--- config.mk ---
export PLATFORM = sky130hd
export DESIGN_NAME = regfile_access_ctrl
export DESIGN_NICKNAME = d
export VERILOG_FILES = /design/src/rtl/regfile_pkg.sv /design/src/rtl/regfile_access_ctrl.sv
export SDC_FILE = /design/constraint.sdc
export NUM_CORES = 1
export LEC_CHECK = 0
export ABC_CLOCK_PERIOD_IN_PS = 3500
export CAP_MARGIN = 20
export CORE_UTILIZATION = 48
export CTS_CLUSTER_DIAMETER = 200
export DETAILED_ROUTE_END_ITERATION = 10
export PLACE_DENSITY = 0.93
export SYNTH_ARGS = -nofsm -noshare
export SYNTH_HDL_FRONTEND = slang
export SYNTH_SLANG_ARGS = --single-unit
export TNS_END_PERCENT = 20
--- constraint.sdc ---
create_clock -name clk -period 3.5 [get_ports clk]
set_clock_uncertainty 0.05 [all_clocks]
set_input_delay 0.525 -clock clk [delete_from_list [all_inputs] [get_ports clk]]
set_output_delay 0.525 -clock clk [all_outputs]
set_load 0.005 [all_outputs]
--- src/rtl/regfile_pkg.sv ---
// Shared types for the register-file access controller.
// Latency: n/a (types only).
// Backpressure: n/a (types only).
package regfile_pkg;

    typedef enum logic [1:0] {
        RF_READ  = 2'd0,
        RF_WRITE = 2'd1,
        RF_ADD   = 2'd2,
        RF_CLEAR = 2'd3
    } rf_op_e;

    typedef enum logic [1:0] {
        ST_IDLE  = 2'd0,
        ST_EXEC  = 2'd1,
        ST_CLEAR = 2'd2,
        ST_RESP  = 2'd3
    } rf_state_e;

endpackage

--- src/rtl/regfile_access_ctrl.sv ---
// Command-driven initiator for a single-port register file: READ, WRITE, fetch-and-ADD, CLEAR_ALL.
// Latency: accept->rsp_valid 2 cycles (READ/WRITE/ADD), 1 cycle (out-of-range), N+1 cycles (CLEAR).
// Backpressure: one command in flight; cmd_ready only in IDLE, response held until rsp_ready.
//
// Ports:
//   clk, rst_n                          clock, async active-low reset
//   cmd_valid/cmd_ready/op/addr/data    command channel
//   rsp_valid/rsp_ready/rsp_data/err    response channel
//   busy                                controller not idle
//   rf_read_addr / rf_read_data         combinational read port of the storage
//   rf_write_en/addr/data               synchronous write port of the storage
module regfile_access_ctrl
    import regfile_pkg::*;
#(
    parameter  int N      = 32,
    parameter  int DWIDTH = 32,
    localparam int AW     = $clog2(N)
) (
    input  logic              clk,
    input  logic              rst_n,
    input  logic              cmd_valid,
    output logic              cmd_ready,
    input  logic [1:0]        cmd_op,
    input  logic [AW-1:0]     cmd_addr,
    input  logic [DWIDTH-1:0] cmd_data,
    output logic              rsp_valid,
    input  logic              rsp_ready,
    output logic [DWIDTH-1:0] rsp_data,
    output logic              rsp_err,
    output logic              busy,
    output logic [AW-1:0]     rf_read_addr,
    input  logic [DWIDTH-1:0] rf_read_data,
    output logic              rf_write_en,
    output logic [AW-1:0]     rf_write_addr,
    output logic [DWIDTH-1:0] rf_write_data
);

    // One extra bit so N itself is representable when N is a power of two.
    localparam logic [AW:0]   N_EXT = (AW+1)'(N);
    localparam logic [AW-1:0] LAST  = AW'(N - 1);

    rf_state_e         state;
    rf_op_e            op_q;
    logic [AW-1:0]     idx_q;   // latched address in EXEC, sweep counter in CLEAR
    logic [DWIDTH-1:0] data_q;
    logic [DWIDTH-1:0] rsp_data_q;
    logic              rsp_err_q;

    always_ff @(posedge clk or negedge rst_n) begin
        if (!rst_n) begin
            state      <= ST_IDLE;
            op_q       <= RF_READ;
            idx_q      <= '0;
            data_q     <= '0;
            rsp_data_q <= '0;
            rsp_err_q  <= 1'b0;
        end else begin
            case (state)
                ST_IDLE: begin
                    if (cmd_valid) begin
                        op_q   <= rf_op_e'(cmd_op);
                        data_q <= cmd_data;
                        if (rf_op_e'(cmd_op) == RF_CLEAR) begin
                            idx_q <= '0;
                            state <= ST_CLEAR;
                        end else if ({1'b0, cmd_addr} >= N_EXT) begin
                            // Rejected: answer straight away, storage untouched.
                            rsp_data_q <= '0;
                            rsp_err_q  <= 1'b1;
                            state      <= ST_RESP;
                        end else begin
                            idx_q <= cmd_addr;
                            state <= ST_EXEC;
                        end
                    end
                end
                ST_EXEC: begin
                    // All three ops return the content seen before this cycle's write.
                    rsp_data_q <= rf_read_data;
                    rsp_err_q  <= 1'b0;
                    state      <= ST_RESP;
                end
                ST_CLEAR: begin
                    idx_q <= idx_q + 1'b1;
                    if (idx_q == LAST) begin
                        rsp_data_q <= '0;
                        rsp_err_q  <= 1'b0;
                        state      <= ST_RESP;
                    end
                end
                ST_RESP: begin
                    if (rsp_ready) begin
                        state <= ST_IDLE;
                    end
                end
                default: state <= ST_IDLE;
            endcase
        end
    end

    assign cmd_ready = (state == ST_IDLE);
    assign busy      = (state != ST_IDLE);
    assign rsp_valid = (state == ST_RESP);
    assign rsp_data  = rsp_data_q;
    assign rsp_err   = rsp_err_q;

    assign rf_read_addr  = idx_q;
    assign rf_write_addr = idx_q;

    always_comb begin
        rf_write_en   = 1'b0;
        rf_write_data = '0;
        if (state == ST_CLEAR) begin
            rf_write_en = 1'b1;
        end else if (state == ST_EXEC) begin
            if (op_q == RF_WRITE) begin
                rf_write_en   = 1'b1;
                rf_write_data = data_q;
            end else if (op_q == RF_ADD) begin
                rf_write_en   = 1'b1;
                rf_write_data = rf_read_data + data_q;
            end
        end
    end

endmodule

==> out/summary.json <==
{
  "run_status": {
    "run_status": "complete, but fails checks",
    "failed_checks": "setup timing"
  },
  "synthesis": {
    "post_synth_main_area_contributors": "sky130_fd_sc_hd__dfrtp_1 37%, sky130_fd_sc_hd__ha_1 9.9%, sky130_fd_sc_hd__mux2_2 7.8%, sky130_fd_sc_hd__a22o_1 5.7%, sky130_fd_sc_hd__a21oi_1 3.2%",
    "ys_warnings": 0,
    "post-synth-top-area-cell": "sky130_fd_sc_hd__dfrtp_1",
    "main_combinational_cell_family_by_area_after_synthesis": "compound AO/OA/AOI/OAI gates",
    "synthesis.area_per_instance_sq_um": 9.709,
    "synth_async_sr_flop_share": 1.000,
    "synth_enable_flop_cells": 0,
    "synth_adder_area_share": 0.1030,
    "register_area_share_after_synthesis": 0.3704,
    "post_synth_inst_count": 508,
    "synth_seq_cells": 73,
    "post_synth_and_or_nand_nor_area_fraction": 0.1154,
    "ys_types": 59,
    "synth.cell_area_sq_um": 4932,
    "yosys-mux-area-fraction": 0.08777,
    "primary_ff_master_synth": "sky130_fd_sc_hd__dfrtp_1",
    "synth-compound-area-share": 0.2410,
    "synthDominantCellAreaShare": 0.3704,
    "synth_fp_nets": 623,
    "yosys.area_share.xor_xnor": 0.03907
  },
  "route": {
    "wirelength_microns": 20210,
    "drt-pass1-iter-count": 5,
    "drc": 0,
    "drtIter0Drc": 439,
    "num_vias": 5763,
    "vias_per_cell": 6.439,
    "route.detailed.wl_per_inst_microns": 22.58,
    "antenna_left": 0
  },
  "clock_network": {
    "cts.path.max_buffers": 2,
    "cts_num_sinks": 73,
    "insertion_delay_ps": 370,
    "hold_buffers": 0,
    "cts_htree_levels": 3,
    "numCtsBuffers": 9,
    "cts_tree": "done",
    "cts_root_buffer": "sky130_fd_sc_hd__clkbuf_8",
    "clkTransAtPathRegs_ps": 80
  },
  "timing": {
    "finalCritPeriodShare": 1.104,
    "setup_repair_after_global_routing_missed_its_margin": "true",
    "max_slew.worst_pin.slew_ps": 960.1,
    "period_minus_slack_ps": 3865,
    "hold_violations": 0,
    "worst_rel_slew_slack": 0.3599,
    "drv_slew": 0,
    "finalHoldWorstSlack_ps": 253.5,
    "worst_slack_ps": -364.5,
    "finalSetupViolCount": 19,
    "timing.setup.tns_ps": -2729,
    "max_clock_freq_mhz": 258.8
  },
  "worst_setup_path": {
    "crit_slowest_cell": "sky130_fd_sc_hd__dfrtp_1",
    "critical-path-max-stage-delay_ps": 430,
    "timing.critical_path.required_ps": 2920,
    "cp-end-kind": "output pin",
    "critPathArrivalTime_ps": 3290,
    "setup.worst_path.start_class": "register",
    "timing_worst_setup_path_type": "reg -> out",
    "cp_cell_sequence": "ha_4 > buf_4 > nand3_1 > nor2_2 > o21ai_2 > a311oi_4 > a31oi_2 > o311a_4 > xor2_1 > a221o_1 > buf_2",
    "worst-path-max-fanout": 4
  },
  "global_route": {
    "grt_pass1_wl_microns": 29090,
    "grt-ovfl-total": 0,
    "pin_count_of_the_biggest_net_entering_global_routing": 74,
    "antenna_found_initial": 1,
    "globalRouteTotalUtil": 0.3596,
    "first_global_vias": 5806
  },
  "pwr": {
    "worst_ir_drop_on_vdd_v": 0.0005109,
    "total_leakage_power_nw": 3.679,
    "cellPowerDensity_nw_per_um2": 977.6,
    "totalPowerFinal_mw": 7.741
  },
  "placed_design": {
    "hpwl_microns": 11430,
    "place.port_buffers": 152,
    "globalplace.congestion": 0.8729
  },
  "hold_path": {
    "hold_path_class": "in -> async"
  },
  "final_layout": {
    "flow.area_growth_from_synthesis_pct": 60.55,
    "drive_gt1_frac": 0.3311,
    "final_cell_mix": "119 x sky130_fd_sc_hd__buf_4, 108 x sky130_fd_sc_hd__clkdlybuf4s50_1, 72 x sky130_fd_sc_hd__dfrtp_1, 35 x sky130_fd_sc_hd__nand2_1, 34 x sky130_fd_sc_hd__mux2_2",
    "mostFrequentLayoutCell": "sky130_fd_sc_hd__buf_4",
    "share_of_the_core_filled_with_cells_in_the_final_layout": 0.8028,
    "finish.net_count": 874
  },
  "floorplanning": {
    "core_box_area_sq_um": 9864,
    "num_rows": 36,
    "die_y_microns": 103.4,
    "initial_core_util": 0.5000,
    "die_ar_sq_um": 10690,
    "boundaryPins": 154,
    "die_x_microns": 103.4
  },
  "flow_run": {
    "timing.max_cap.violations": 0
  }
}
## what timing repair did
item,4_1_cts,5_1_grt
resized for setup,113,56
pin swaps,43,24
endpoints found under the setup margin,28,28
buffers inserted,18,10
## cell usage after synthesis (all sizes together) (2+ instances only)
cell type,count
a31oi,9
o211ai,2
a21boi,2
and3,9
o2bb2ai,2
nand2,35
mux2i,5
nand4,2
mux2,34
nand2b,10
nor3,6
xnor2,11
inv,16
a211oi,4
clkbuf,21
a22o,32
nor3b,4
o31ai,4
a21oi,33
a21o,18
dfrtp,73
xor2,11
o21ai,34
and2,2
ha,39
a22oi,9
nand3,6
a221oi,3
nor2b,3
buf,10
o21a,3
nor2,38
## routing by layer
layer,track usage,share of wire,up-vias
met3,0.07124,0.090,175
met5,0,0,-
met1,0.4080,0.35,2735
met2,0.6037,0.48,486
li1,-,-,2367
met4,0.2633,0.081,0
## path summary, 6_finish.rpt
path	from	end	slack [ps]	cells past startpoint
max	data_q[11]$_DFFE_PN0P_	rf_write_data[31]	-360	11
min	rst_n	rsp_data[11]$_DFFE_PN0P_	250	1
max reg2reg	rf_read_addr[0]$_DFFE_PN0P_	rsp_data[1]$_DFFE_PN0P_	980	7
min reg2reg	rsp_data[30]$_DFFE_PN0P_	rsp_data[30]$_DFFE_PN0P_	450	1
max in group asynchronous	rst_n	data_q[8]$_DFFE_PN0P_	2500	1
min in group clk	rf_read_data[8]	rsp_data[8]$_DFFE_PN0P_	450	2
## worst max-delay path: cells and delay by family, from the launching register on
kind / cells / cell delay (ps)
compound gates: 5 / 1320
xor+xnor: 1 / 170
fa+ha+maj: 1 / 310
buf+inv: 2 / 270
flops: 1 / 430
simple gates: 2 / 420
## power by group
part,total (mW),internal (mW),switching [mW],leakage (nW)
Combinational,5.49,2.88,2.61,2.72
Sequential,1.67,1.28,0.393,0.881
Clock,0.584,0.265,0.319,0.0782
Total,7.74,4.42,3.32,3.68
## kinds of logic after synthesis
kind of cell               count (synthesis)
AOI/OAI and AO/OA                        166
xor gates and xnor gates                  22
adders and majority gates                 40
buffers and inverters                     47
DFF                                       73
muxes                                     39
other                                      1
and+or+nand+nor                          120
## layout make-up
| class | instances | area [sq um] |
|---|---|---|
| fill | 525 | 1946 |
| clock inverter | 1 | 5.005 |
| inverter | 16 | 60.06 |
| multi-input combinational | 388 | 3379 |
| antenna | 1 | 2.502 |
| timing repair buffer | 271 | 2332 |
| clock buffer | 12 | 145.1 |
| sequential | 73 | 1828 |
| tap | 133 | 166.4 |
## flip-flops by register name, indices dropped and copies added, names as in the netlist
name / flops
data_q: 32
op_q: 2
rf_read_addr: 5
rsp_data: 32
state: 2
## stage by stage
stage | setup WS (ps) | instance area, sq um | cells
2_1_floorplan | 305.1 | 4932 | 508
3_3_place_gp | -692.0 | 7164 | 854
3_5_place_dp | -809.3 | 7164 | 854
4_1_cts | -217.2 | 7774 | 885
5_1_grt | -385.1 | 7916 | 894
6_report | -364.5 | 7919 | 895
No activity file was read; power rests on OpenSTA's default activity.
